==> config.mk <==
export PLATFORM = sky130hd
export DESIGN_NAME = mdu_seq
export DESIGN_NICKNAME = d
export VERILOG_FILES = /design/src/rtl/mdu_seq_pkg.sv /design/src/rtl/mdu_seq_iter.sv /design/src/rtl/mdu_seq.sv
export SDC_FILE = /design/constraint.sdc
export NUM_CORES = 1
export LEC_CHECK = 0
export CORE_UTILIZATION = 55
export DETAILED_ROUTE_END_ITERATION = 7
export PLACE_DENSITY = 0.76
export SKIP_CTS_REPAIR_TIMING = 1
export SLEW_MARGIN = 20
export SYNTH_ARGS = -nofsm -noshare
export SYNTH_HDL_FRONTEND = slang
export SYNTH_HIERARCHICAL = 1
export SYNTH_SLANG_ARGS = --single-unit
==> constraint.sdc <==
create_clock -name clk -period 6 [get_ports clk]
set_clock_uncertainty 0.2 [all_clocks]
set_input_delay 1.8 -clock clk [delete_from_list [all_inputs] [get_ports clk]]
set_output_delay 1.8 -clock clk [all_outputs]
set_load 0.01 [all_outputs]
==> src/rtl/mdu_seq_pkg.sv <==
// Shared definitions for the multiply/divide sequencer: op codes, state
// encodings and small op-classification helpers.
package mdu_seq_pkg;

  localparam int MDU_OP_W = 3;

  localparam logic [MDU_OP_W-1:0] MDU_OP_MULLW  = 3'd0;
  localparam logic [MDU_OP_W-1:0] MDU_OP_MULHW  = 3'd1;
  localparam logic [MDU_OP_W-1:0] MDU_OP_MULHWU = 3'd2;
  localparam logic [MDU_OP_W-1:0] MDU_OP_DIVW   = 3'd3;
  localparam logic [MDU_OP_W-1:0] MDU_OP_DIVWU  = 3'd4;

  localparam logic [1:0] MDU_ST_IDLE  = 2'd0;
  localparam logic [1:0] MDU_ST_CALC  = 2'd1;
  localparam logic [1:0] MDU_ST_FIXUP = 2'd2;
  localparam logic [1:0] MDU_ST_DONE  = 2'd3;

  function automatic logic op_is_div(input logic [MDU_OP_W-1:0] op);
    return (op == MDU_OP_DIVW) || (op == MDU_OP_DIVWU);
  endfunction

  function automatic logic op_is_mul(input logic [MDU_OP_W-1:0] op);
    return (op == MDU_OP_MULLW) || (op == MDU_OP_MULHW) || (op == MDU_OP_MULHWU);
  endfunction

  // MULLW goes down the signed path; its low word matches the unsigned one.
  function automatic logic op_is_signed(input logic [MDU_OP_W-1:0] op);
    return (op == MDU_OP_MULLW) || (op == MDU_OP_MULHW) || (op == MDU_OP_DIVW);
  endfunction

endpackage

==> src/rtl/mdu_seq_iter.sv <==
// One combinational MDU step: shift-add for multiply (LSB first) or
// restoring trial-subtract for divide (MSB first), chosen by is_div.
module mdu_iter #(
  parameter int WIDTH = 32
) (
  input  logic               is_div,
  input  logic [2*WIDTH-1:0] acc_i,
  input  logic [WIDTH-1:0]   opnd_i,
  output logic [2*WIDTH-1:0] acc_o
);

  logic [WIDTH:0] sum;
  logic [WIDTH:0] shifted;
  logic [WIDTH:0] diff;

  // acc = {hi, lo}: multiply keeps {partial product, multiplier},
  // divide keeps {remainder, dividend/quotient}.
  always_comb begin
    sum     = {1'b0, acc_i[2*WIDTH-1:WIDTH]} + (acc_i[0] ? {1'b0, opnd_i} : '0);
    shifted = {acc_i[2*WIDTH-1:WIDTH], acc_i[WIDTH-1]};
    diff    = shifted - {1'b0, opnd_i};
    if (is_div)
      acc_o = {(diff[WIDTH] ? shifted[WIDTH-1:0] : diff[WIDTH-1:0]),
               acc_i[WIDTH-2:0], ~diff[WIDTH]};
    else
      acc_o = {sum, acc_i[WIDTH-1:1]};
  end

endmodule

==> src/rtl/mdu_seq.sv <==
// Iterative multiply/divide sequencer: IDLE -> CALC (WIDTH cycles) -> FIXUP -> DONE.
// Define MDU_FAST_MUL_EN to finish multiplies in a single CALC cycle.
module mdu_seq
  import mdu_seq_pkg::*;
#(
  parameter int WIDTH = 32,
  parameter int TAG_W = 5,
  parameter int CNT_W = 5
) (
  input  logic                clk,
  input  logic                rst,
  input  logic                mdu_start,
  input  logic [MDU_OP_W-1:0] mdu_op,
  input  logic [WIDTH-1:0]    mdu_a,
  input  logic [WIDTH-1:0]    mdu_b,
  input  logic [TAG_W-1:0]    mdu_rd_tag,
  input  logic                mdu_flush,
  output logic                mdu_busy,
  output logic                mdu_done,
  output logic [WIDTH-1:0]    mdu_result,
  output logic                mdu_ov,
  output logic [TAG_W-1:0]    mdu_rd_out
);

  localparam logic [WIDTH-1:0] MIN_NEG = {1'b1, {(WIDTH-1){1'b0}}};

  logic [1:0]            state_q, state_d;
  logic [CNT_W-1:0]      cnt_q, cnt_d;
  logic [MDU_OP_W-1:0]   op_q, op_d;
  logic [TAG_W-1:0]      tag_q, tag_d, rd_q, rd_d;
  logic [2*WIDTH-1:0]    acc_q, acc_d, iter_acc, prod;
  logic [WIDTH-1:0]      opnd_q, opnd_d, res_q, res_d;
  logic [WIDTH-1:0]      abs_a, abs_b, quo, fix_res;
  logic                  neg_q, neg_d, ovf_q, ovf_d, ov_q, ov_d;
  logic                  sgn, start_div, iter_div;

  assign iter_div = op_is_div(op_q);

  mdu_iter #(.WIDTH(WIDTH)) u_iter (
    .is_div (iter_div),
    .acc_i  (acc_q),
    .opnd_i (opnd_q),
    .acc_o  (iter_acc)
  );

  // Operand magnitudes at issue, and sign/select fixup of the raw result.
  always_comb begin
    sgn       = op_is_signed(mdu_op);
    start_div = op_is_div(mdu_op);
    abs_a     = (sgn && mdu_a[WIDTH-1]) ? -mdu_a : mdu_a;
    abs_b     = (sgn && mdu_b[WIDTH-1]) ? -mdu_b : mdu_b;
    prod      = neg_q ? -acc_q : acc_q;
    quo       = neg_q ? -acc_q[WIDTH-1:0] : acc_q[WIDTH-1:0];
    fix_res   = '0;
    case (op_q)
      MDU_OP_MULLW:               fix_res = prod[WIDTH-1:0];
      MDU_OP_MULHW, MDU_OP_MULHWU: fix_res = prod[2*WIDTH-1:WIDTH];
      MDU_OP_DIVW, MDU_OP_DIVWU:   fix_res = ovf_q ? '0 : quo;
      default:                    fix_res = '0;
    endcase
  end

  always_comb begin
    state_d = state_q;
    cnt_d   = cnt_q;
    op_d    = op_q;
    tag_d   = tag_q;
    acc_d   = acc_q;
    opnd_d  = opnd_q;
    neg_d   = neg_q;
    ovf_d   = ovf_q;
    res_d   = res_q;
    ov_d    = ov_q;
    rd_d    = rd_q;
    // Flush beats everything, including a start arriving in IDLE.
    if (mdu_flush) begin
      state_d = MDU_ST_IDLE;
    end else begin
      case (state_q)
        MDU_ST_IDLE: if (mdu_start) begin
          state_d = MDU_ST_CALC;
          cnt_d   = CNT_W'(WIDTH-1);
          op_d    = mdu_op;
          tag_d   = mdu_rd_tag;
          neg_d   = sgn && (mdu_a[WIDTH-1] ^ mdu_b[WIDTH-1]);
          ovf_d   = start_div && ((mdu_b == '0) ||
                    ((mdu_op == MDU_OP_DIVW) && (mdu_a == MIN_NEG) && (mdu_b == '1)));
          acc_d   = {{WIDTH{1'b0}}, (start_div ? abs_a : abs_b)};
          opnd_d  = start_div ? abs_b : abs_a;
        end
        MDU_ST_CALC: begin
          acc_d = iter_acc;
          cnt_d = cnt_q - 1'b1;
          if (cnt_q == '0) state_d = MDU_ST_FIXUP;
`ifdef MDU_FAST_MUL_EN
          if (op_is_mul(op_q)) begin
            acc_d   = {{WIDTH{1'b0}}, opnd_q} * {{WIDTH{1'b0}}, acc_q[WIDTH-1:0]};
            state_d = MDU_ST_FIXUP;
          end
`endif
        end
        MDU_ST_FIXUP: begin
          state_d = MDU_ST_DONE;
          res_d   = fix_res;
          ov_d    = ovf_q;
          rd_d    = tag_q;
        end
        default: state_d = MDU_ST_IDLE;
      endcase
    end
  end

  always_ff @(posedge clk or posedge rst) begin
    if (rst) begin
      state_q <= MDU_ST_IDLE;
      cnt_q   <= '0;
      op_q    <= '0;
      tag_q   <= '0;
      acc_q   <= '0;
      opnd_q  <= '0;
      neg_q   <= 1'b0;
      ovf_q   <= 1'b0;
      res_q   <= '0;
      ov_q    <= 1'b0;
      rd_q    <= '0;
    end else begin
      state_q <= state_d;
      cnt_q   <= cnt_d;
      op_q    <= op_d;
      tag_q   <= tag_d;
      acc_q   <= acc_d;
      opnd_q  <= opnd_d;
      neg_q   <= neg_d;
      ovf_q   <= ovf_d;
      res_q   <= res_d;
      ov_q    <= ov_d;
      rd_q    <= rd_d;
    end
  end

  assign mdu_busy   = (state_q != MDU_ST_IDLE);
  assign mdu_done   = (state_q == MDU_ST_DONE);
  assign mdu_result = res_q;
  assign mdu_ov     = ov_q;
  assign mdu_rd_out = rd_q;

endmodule
==> summary.txt <==
DP Area: 16510 um^2
result of the run: completed
Layout Area Growth over Synthesis: 13.30%
CP max FO: 10
post-synthesis net count: 2083
die height: 167.8 um
Worst Tran Pin Value: 1069 ps
CTS Root Cell: clkbuf_16
Rows: 60
Clock Path Buffers: 2
via count: 15750
TritonCTS clock tree: done
relative slew slack: 0.2807
largest cells by area after synthesis: dfrtp_1 25%, nand2_1 6.7%, ha_1 6.1%
Setup TNS Final: 0 ps
post-synth cell types: 95
drt wl/cell: 23.57 um
post-synth top area share: 0.2501
Via density: 6.720
DP Cell Count: 2310
DR pass1 iterations: 6
DRC: 0
Net Sw Power: 5.234 mW
critical path arrival: 4670 ps
Leakage: 7.157 nW
WL final: 55220 um
Worst Hold Class: reg -> reg
Clk pin slew, worst setup/hold paths: 70 ps
Placer Congestion: 0.9760
Yosys top cell by area: dfrtp_1
Worst Path Required: 6110 ps
Sw Ratio: 0.5203
Yosys warnings: 6
post-synthesis instance total: 1931
worst vdd rail ir drop: 0.2642 mV
Core Area: 26950 um^2
final worst path period share: 0.7598
Die Width: 167.8 um
Syn Area/Cell: 7.825 um^2
global-route wire length before repair: 85430 um
DP Wirelength: 42240 um
Buffers on Ports: 115
GRT Residual Overflow: 0
ANT nets after route: 0
critical path endpoint category: flip-flop
sequential share of power: 0.235
fin cells: 2343
First DRT Iteration DRCs: 1649
synthesized area: 15110 um^2
clock network power share: 0.113
Final setup viols: 0
largest net degree at the start of global routing: 152
post-layout instance area: 17120 um^2
Tmin final: 4559 ps
final hold vios: 0
layout cells sized above 1: 0.08550
layout net count: 2140
EDFF count, synth: 0
combinational power share: 0.652
ys flop type: dfrtp_1
unrepaired setup endpoints after global routing: no
Num CTS Buffers: 17
Clock Latency Late Sink: 450 ps
FFs w/ async S/R, synth: 1.000
sequential area share after synthesis: 0.2501
starting density of the core: 0.5607
antenna violations before repair: 1
power per cell area: 587.6 nW/um^2
Boundary Pins: 116
Die ar.: 28140 um^2
#FFs+latches synth: 151
vias in the first global route: 14800
final slew viol count: 0
CP Launch Type: primary input
All-Layer GR Usage: 0.3936
H-tree depth: 4
Max Cap Viol: 0
clock sink total: 151
critical path class: in -> reg
f_max: 219.4 MHz
internal power: 4.826 mW
## cell families (layout without fill, tap and decap cells)
kind of cell             count (synthesis)  count (layout)  synth area share
flip-flops                             151             151            0.2501
buffers and inverters                  180             249           0.04902
AND/OR/NAND/NOR                        716             716            0.2329
multiplexers                            65              65           0.04687
XOR/XNOR                               161             161           0.09332
adder cells (fa/ha/maj)                 76              76           0.06392
other                                    0               2                 0
AO/OA/AOI/OAI                          582             582            0.2639
## final timing paths
path                                start            end  slack (ps)  cells past startpoint
worst max register to register  acc_q[31]      acc_q[48]        1610                     15
worst max-delay path             mdu_b[5]      acc_q[25]        1440                      7
min in group asynchronous             rst  mdu_rd_out[2]        1720                      3
worst min register to register   tag_q[3]  mdu_rd_out[3]         270                      2
worst min-delay path             tag_q[3]  mdu_rd_out[3]         270                      2
max in group asynchronous             rst     opnd_q[22]        3160                      3
## sequential cells by signal, summed over array words and instances (netlist names), 2 cells and up
signal / flops
mdu_rd_out: 5
cnt_q: 5
tag_q: 5
state_q: 2
opnd_q: 32
mdu_result: 32
acc_q: 64
op_q: 3
## layout make-up
| class | instances | area (um^2) |
|---|---|---|
| antenna | 2 | 5.005 |
| clock buffer | 20 | 446.7 |
| clock inverter | 11 | 148.9 |
| fill | 2461 | 9831 |
| inverter | 70 | 266.5 |
| multi-input combinational | 1600 | 10640 |
| sequential | 151 | 3779 |
| tap | 341 | 426.7 |
| timing repair buffer | 148 | 1411 |
## placed cells by master, fill, tap and decap left out, types with 12 or more instances in the layout
cell and n:
or4_1 12, or3_1 32, buf_4 32, xnor2_1 81, a21o_1 38, clkdlybuf4s50_1 115
nand2b_1 13, or2_2 12, nor4_1 32, nand2_1 268, xor2_1 80, nor2b_1 12
clkbuf_16 17, nor3_1 44, a31oi_1 14, nand4_1 27, nor2_1 122, and3_1 12
o21ai_0 138, ha_1 74, dfrtp_1 151, mux2i_1 22, o22ai_1 12, o221ai_1 28
inv_1 68, o41ai_1 16, mux2_2 40, a22oi_1 19, o31ai_1 38, and2_1 40
a211oi_1 13, nand3_1 46, a21oi_1 114
## cell usage after synthesis, types with 9 or more instances
master / count
nand2_1: 268
dfrtp_1: 151
o21ai_0: 139
nor2_1: 123
a21oi_1: 116
clkbuf_1: 83
xnor2_1: 81
xor2_1: 80
ha_1: 74
inv_1: 69
nor3_1: 47
nand3_1: 46
and2_1: 40
mux2_2: 40
a21o_1: 38
o31ai_1: 38
nor4_1: 32
or3_1: 32
o221ai_1: 28
nand4_1: 27
mux2i_1: 22
a22oi_1: 19
o41ai_1: 16
a31oi_1: 14
a211oi_1: 13
nand2b_1: 13
and3_1: 12
nor2b_1: 12
o22ai_1: 12
or2_2: 12
or4_1: 12
o21a_1: 11
o21ai_1: 11
a21oi_2: 10
buf_1: 10
buf_2: 10
o211ai_1: 10
a2111oi_0: 9
o21bai_1: 9
## critical path, cell delays in order
cell,delay (ps)
clkdlybuf4s50_1,490
nor4_1,720
nand3_1,550
nor4b_4,460
mux2_2,370
a21oi_1,140
o221ai_1,120
## power groups by stage
stage               clock, mW  combinational [mW]  sequential, mW
global placement            0                6.28            2.32
floorplan                   0                4.73            1.99
global route             1.17                7.11            2.40
finish                   1.14                6.56            2.36
CTS                      1.14                6.41            2.32
detailed placement          0                6.37            2.34
## metrics by stage
step                hold slack, ps  total power [mW]  utilization  worst slack [ps]
floorplan                    238.6             6.719            -              1901
global placement             247.8             8.595       0.6127              1111
detailed placement           260.7             8.709       0.6127              1049
CTS                          273.2             9.872       0.6348              1491
global route                 293.5             10.68       0.6351              1232
finish                       271.4             10.06       0.6352              1441
## metal layers
layer | track usage | wire length [um]
met1 | 0.5251 | 23240
met2 | 0.6284 | 24910
met3 | 0.06381 | 4624
met4 | 0.1723 | 2442
met5 | 0 | 0
Power figures use the tool's default switching activity.
